File: src/rtl/ifu_fetch_pkg.sv
// Shared widths, memory-port payload types and PC helper for the fetch unit.
// Latency: n/a (types and constants only).
// Backpressure: n/a.
package ifu_fetch_pkg;

    localparam int XLEN      = 32;
    localparam int INSTR_LEN = 32;

    // Instructions are one word; sequential fetch advances by this much.
    localparam logic [XLEN-1:0] PC_STEP = XLEN'(4);

    // Request/response payloads of the instruction-memory port, shared with memory models.
    typedef struct packed {
        logic [XLEN-1:0] addr;
    } ifu_fetch_req_t;

    typedef struct packed {
        logic [INSTR_LEN-1:0] data;
    } ifu_fetch_rsp_t;

    // Next sequential PC, wrapping modulo 2^XLEN.
    function automatic logic [XLEN-1:0] pc_next(input logic [XLEN-1:0] pc);
        return pc + PC_STEP;
    endfunction

endpackage

File: src/rtl/ifu_fetch_fifo.sv
// Instruction buffer: circular FIFO with push, pop, clear and an occupancy count.
// Latency: a pushed entry reaches the head one cycle later; head and count are registered.
// Backpressure: none inside; the owner never pushes when full or pops when empty.
module ifu_fetch_fifo #(
    parameter int unsigned DEPTH = 4,
    parameter int unsigned WIDTH = 32
) (
    input  logic                   clk,
    input  logic                   rst_n,
    input  logic                   clr,
    input  logic                   push,
    input  logic [WIDTH-1:0]       push_dat,
    input  logic                   pop,
    output logic [WIDTH-1:0]       head_dat,
    output logic [$clog2(DEPTH):0] count
);

    localparam int unsigned AW = $clog2(DEPTH);

    logic [WIDTH-1:0] mem_q [DEPTH];
    logic [WIDTH-1:0] mem_d [DEPTH];
    logic [AW-1:0]    wr_ptr_q, wr_ptr_d;
    logic [AW-1:0]    rd_ptr_q, rd_ptr_d;
    logic [AW:0]      count_q, count_d;

    // Pointer/count bookkeeping; clear wins over a same-cycle push or pop.
    always_comb begin
        mem_d    = mem_q;
        wr_ptr_d = wr_ptr_q;
        rd_ptr_d = rd_ptr_q;
        count_d  = count_q;
        if (clr) begin
            wr_ptr_d = '0;
            rd_ptr_d = '0;
            count_d  = '0;
        end else begin
            if (push) begin
                mem_d[wr_ptr_q] = push_dat;
                wr_ptr_d        = wr_ptr_q + AW'(1);
            end
            if (pop) begin
                rd_ptr_d = rd_ptr_q + AW'(1);
            end
            count_d = count_q + (AW+1)'(push) - (AW+1)'(pop);
        end
    end

    // Storage and pointers; storage is reset so the head reads zero out of reset.
    always_ff @(posedge clk or negedge rst_n) begin
        if (!rst_n) begin
            for (int i = 0; i < int'(DEPTH); i++) begin
                mem_q[i] <= '0;
            end
            wr_ptr_q <= '0;
            rd_ptr_q <= '0;
            count_q  <= '0;
        end else begin
            mem_q    <= mem_d;
            wr_ptr_q <= wr_ptr_d;
            rd_ptr_q <= rd_ptr_d;
            count_q  <= count_d;
        end
    end

    assign head_dat = mem_q[rd_ptr_q];
    assign count    = count_q;

endmodule

File: src/rtl/ifu_fetch.sv
// Sequential instruction fetch: issues word-aligned requests and buffers in-order responses for decode.
// Latency: request accepted in N, response in N+1, instruction visible at the output in N+2.
// Backpressure: requests are credit-limited by buffer space; pipe_stall holds the head, pipe_flush redirects.
module ifu_fetch
    import ifu_fetch_pkg::*;
#(
    parameter int unsigned     FIFO_DEPTH = 4,
    parameter logic [XLEN-1:0] RESET_PC   = 32'h0000_0000
) (
    input  logic                 clk,
    input  logic                 rst_n,
    output logic                 imem_req_valid,
    input  logic                 imem_req_ready,
    output logic [XLEN-1:0]      imem_req_addr,
    input  logic                 imem_rsp_valid,
    input  logic [INSTR_LEN-1:0] imem_rsp_data,
    input  logic                 pipe_stall,
    input  logic                 pipe_flush,
    input  logic [XLEN-1:0]      flush_pc,
    output logic [INSTR_LEN-1:0] instr,
    output logic                 instr_valid,
    output logic [XLEN-1:0]      instr_tag
);

    localparam int unsigned     CW      = $clog2(FIFO_DEPTH) + 1;
    localparam logic [CW+1:0]   DEPTH_W = (CW+2)'(FIFO_DEPTH);

    logic            run_q, run_d;
    logic [XLEN-1:0] fetch_pc_q, fetch_pc_d;
    logic [XLEN-1:0] head_pc_q, head_pc_d;
    logic [CW-1:0]   outst_q, outst_d;
    logic [CW-1:0]   drop_q, drop_d;
    logic [CW-1:0]   count;
    logic [CW+1:0]   used;
    logic            req_fire;
    logic            push;
    logic            pop;

    // Every buffered, kept-in-flight or to-be-dropped response holds one slot of credit.
    assign used           = {2'b00, count} + {2'b00, outst_q} + {2'b00, drop_q};
    assign imem_req_valid = run_q & (used < DEPTH_W) & ~pipe_flush;
    assign imem_req_addr  = fetch_pc_q;
    assign req_fire       = imem_req_valid & imem_req_ready;

    // Stale responses come back first (in-order memory), so drop them before keeping any.
    assign push        = imem_rsp_valid & (drop_q == '0) & ~pipe_flush;
    assign instr_valid = (count != '0);
    assign pop         = instr_valid & ~pipe_stall & ~pipe_flush;
    assign instr_tag   = head_pc_q;

    ifu_fetch_fifo #(
        .DEPTH (FIFO_DEPTH),
        .WIDTH (INSTR_LEN)
    ) u_fifo (
        .clk      (clk),
        .rst_n    (rst_n),
        .clr      (pipe_flush),
        .push     (push),
        .push_dat (imem_rsp_data),
        .pop      (pop),
        .head_dat (instr),
        .count    (count)
    );

    // PC and credit bookkeeping; a flush turns all kept in-flight requests into drops.
    always_comb begin
        run_d      = 1'b1;
        fetch_pc_d = fetch_pc_q;
        head_pc_d  = head_pc_q;
        outst_d    = outst_q;
        drop_d     = drop_q;
        if (pipe_flush) begin
            fetch_pc_d = flush_pc;
            head_pc_d  = flush_pc;
            outst_d    = '0;
            drop_d     = drop_q + outst_q - CW'(imem_rsp_valid);
        end else begin
            if (req_fire) begin
                fetch_pc_d = pc_next(fetch_pc_q);
            end
            if (pop) begin
                head_pc_d = pc_next(head_pc_q);
            end
            outst_d = outst_q + CW'(req_fire) - CW'(push);
            if (imem_rsp_valid && (drop_q != '0)) begin
                drop_d = drop_q - CW'(1);
            end
        end
    end

    // State registers; run_q keeps the request port quiet until the first cycle after reset.
    always_ff @(posedge clk or negedge rst_n) begin
        if (!rst_n) begin
            run_q      <= 1'b0;
            fetch_pc_q <= RESET_PC;
            head_pc_q  <= RESET_PC;
            outst_q    <= '0;
            drop_q     <= '0;
        end else begin
            run_q      <= run_d;
            fetch_pc_q <= fetch_pc_d;
            head_pc_q  <= head_pc_d;
            outst_q    <= outst_d;
            drop_q     <= drop_d;
        end
    end

endmodule
File: config.mk
export PLATFORM = sky130hd
export DESIGN_NAME = ifu_fetch
export DESIGN_NICKNAME = d
export VERILOG_FILES = /design/src/rtl/ifu_fetch_pkg.sv /design/src/rtl/ifu_fetch_fifo.sv /design/src/rtl/ifu_fetch.sv
export SDC_FILE = /design/constraint.sdc
export NUM_CORES = 1
export LEC_CHECK = 0
export ABC_CLOCK_PERIOD_IN_PS = 4900
export CAP_MARGIN = 20
export CORE_MARGIN = 1.5
export CORE_UTILIZATION = 50
export DETAILED_ROUTE_END_ITERATION = 6
export PLACE_DENSITY_LB_ADDON = 0.3
export SYNTH_ARGS = -nofsm -noshare
export SYNTH_HDL_FRONTEND = slang
export SYNTH_SLANG_ARGS = --single-unit
File: constraint.sdc
create_clock -name clk -period 4.9 [get_ports clk]
set_input_delay 1.47 -clock clk [delete_from_list [all_inputs] [get_ports clk]]
set_output_delay 1.47 -clock clk [all_outputs]
set_load 0.05 [all_outputs]
==> results.md <==
* Via density at 5.64
* Clock-pin slew on the worst setup and hold paths at 60 ps
* Ys flop type: dfrtp_1
* Post-synth ARST share at 100%
* Outcome: finished clean
* Share of layout cells above drive strength 1 at between 20% and 30%
* Pwr Total at around 6700 uW
* Setup Fix Bufs, Post-CTS at 0
* Post-Syn Area at ~10000 um^2
* Most frequent cells in the layout: dfrtp_1, clkdlybuf4s50_1, mux2_2
* CTS H-tree lvls at 1
* Final hold violation count at 0
* Resized cells post-CTS at 0
* Sequential share of the synthesized area at around half
* Origin of the critical flop-to-flop path: outst_q[1]$_DFF_PN0_
* Clock Sinks at between 200 and 250
* Final period util at roughly 93%
* Commonest non-fill, non-tap cell in the layout: dfrtp_1
* Crit. End Element: primary output
* Post-route setup slack at approximately 360 ps
* Core box area at 19700 um^2
* Max-cap viol count at 0
* Reg2reg setup slack at 1010 ps
* DP HPWL at 16900 um
* Synthesized Nets at 897
* Dpl ws at ~910 ps
* Port Buffers at roughly 170
* Synth warn at 0
* Syn Inst Count at between 800 and 900
* Final Slew Violations at 0
* Worst flop-to-flop path endpoint: outst_q[2]$_DFF_PN0_
* First-pass GRT wire length at slightly above 40000 um
* Hold_buf cts at 0
* # setup viols final at 0
* Worst Skew at between 10 and 15 ps
* Fill cells at approximately 1500
* Max Root-Sink Buffers at 3
* DRT iter0 DRCs at about 360
* Worst Hold Depth at 1
* Num ports at approximately 170
* FF+latch count, synth at ~210
* Setup crit start kind: flip-flop
* TNS Setup at 0 ps
* Total GRT Usage at between 20% and 30%
* Vias post-DR at 7041
* Die Span Y at approximately 150 um
* Unique masters post-synth at 57
* Cell area power density at 522 nW/um^2
* Die Wd at 145 um
* Global route overflow at 0
* Starting density of the core at 51.6%
* Drt total wl at around 25000 um
* Unrepaired setup endpoints after global routing: false
* Hold endpoint: u_fifo.mem_q[54]$_DFFE_PN0P_
* Post-synth EDFFs at 0
* Worst reg-to-reg path cell count at 15
* Largest net degree at the start of global routing at a little under 100
* Row count at between 50 and 60
* Number of global-route vias before repair at between 7000 and 8000
* DR pass1 iterations at 5
* Worst vdd ir at 0.280 mV
* Routed length per instance at between 15 and 20 um
* RePlAce Congestion at just over 0.9
* FF+latch area at roughly 5200 um^2
* Skew-Pair Late Insertion Delay at approximately 500 ps
* CTS tree: yes
* Relative max-transition margin at 49.5%
* DRC at 0
* CTS Buf Count at 23
* Worst min-delay path startpoint: u_fifo.mem_q[54]$_DFFE_PN0P_
* Root Driver: clkbuf_16
* Slew @ Worst Pin at roughly 760 ps
* Initial antenna violation count at 0
* Worst Hold Class: reg -> reg
* Layout Utilization at 65.5%
* ANT nets after route at 0
* Worst Path Max Fanout at 10
* Multi-input gate area in the final layout at 4690 um^2
* DIE AREA at ~21000 um^2
* Fin crit period at 4540 ps
* Worst path arrival time at ~3100 ps
* Leak at ~0.0057 uW
* Worst EP required at approximately 3400 ps
* Critical path class: reg -> out
* N_diodes at 0
* Max Fclk at 220 MHz
* Area grow syn2layout at 26.9%
* Synthesized area per cell at 12.6 um^2
* Nets at about 1100
-- through the flow --
step	area, um^2	hold slack (ps)	std cells
global route	12900	502	1248
detailed placement	12100	481	1210
global placement	12100	470	1210
floorplan	10100	459	803
CTS	12900	494	1248
finish	12900	493	1248
-- how the worst max path moves through the flow --
stage / start / endpoint / slack [ps]
after detailed placement: imem_req_ready / outst_q[2]$_DFF_PN0_ / 910
after global placement: pipe_flush / imem_req_valid / 960
after global routing: outst_q[1]$_DFF_PN0_ / imem_req_valid / 140
final: outst_q[1]$_DFF_PN0_ / imem_req_valid / 360
after CTS: outst_q[1]$_DFF_PN0_ / imem_req_valid / 340
after floorplan: outst_q[1]$_DFF_PN0_ / imem_req_valid / 730
-- synthesized netlist by cell type (6+ instances only) --
cell	count	area [um^2]
a21boi_1	11	82.6
a21o_1	6	45.0
a21oi_1	17	85.1
and3_1	9	56.3
and4_1	9	78.8
buf_1	16	60.1
clkbuf_1	18	67.6
dfrtp_1	206	5150
fa_1	6	120
ha_1	18	225
inv_1	35	131
mux2_1	16	180
mux2_2	121	1360
mux4_2	32	721
nand2_1	39	146
nand2b_1	8	50.1
nand3_1	25	125
nand4_1	23	144
nor2_1	25	93.8
nor3_1	12	60.1
o21ai_0	19	95.1
o21ai_1	10	50.1
xnor2_1	22	193
xor2_1	30	263
-- where the power goes --
group	switching (uW)	total (uW)	internal, uW
combinational	1620	2760	1140
clock	657	1680	1030
sequential	241	2270	2030
total	2520	6710	4200
-- area by class of cell --
class,instances,share of cell area (%)
Tap cell,265,2.58
Sequential cell,206,40.1
Timing Repair Buffer,181,14.1
Clock inverter,4,0.369
Clock buffer,34,5.42
Inverter,37,1.08
Multi-Input combinational cell,521,36.4
-- logic make-up (layout without fill, tap and decap cells) --
| family | Yosys count | count (layout) | synth area share, % |
|---|---|---|---|
| buf+inv | 76 | 256 | 2.94 |
| other cells | 1 | 1 | 0.0370 |
| simple gates | 184 | 184 | 10.1 |
| fa+ha+maj | 24 | 24 | 3.41 |
| compound gates | 88 | 88 | 5.54 |
| mux | 172 | 172 | 22.6 |
| xor+xnor | 52 | 52 | 4.49 |
| flops | 206 | 206 | 50.8 |
-- per-layer routing --
layer	vias up	global-route usage, %	wire, um
met2	237	38.5	11600
met4	0	7.45	641
met5	-	0	0
li1	3228	-	-
met1	3536	32.8	10600
met3	40	4.86	1690
-- critical path, cell delays in order (launching register included) --
cell and delay (ps):
dfrtp_1 420, inv_1 100, fa_1 520, nor2b_1 150, fa_1 440, nor2_1 170
o211ai_2 280, a21oi_1 320, buf_12 180
-- registers in the layout, summed over array words and instances, names as in the netlist --
signal,count
drop_q,3
imem_req_addr,32
instr_tag,32
outst_q,3
run_q,1
u_fifo.count,3
u_fifo.mem_q,128
u_fifo.rd_ptr_q,2
u_fifo.wr_ptr_q,2
Note: power is estimated with default switching activity, not from simulation.
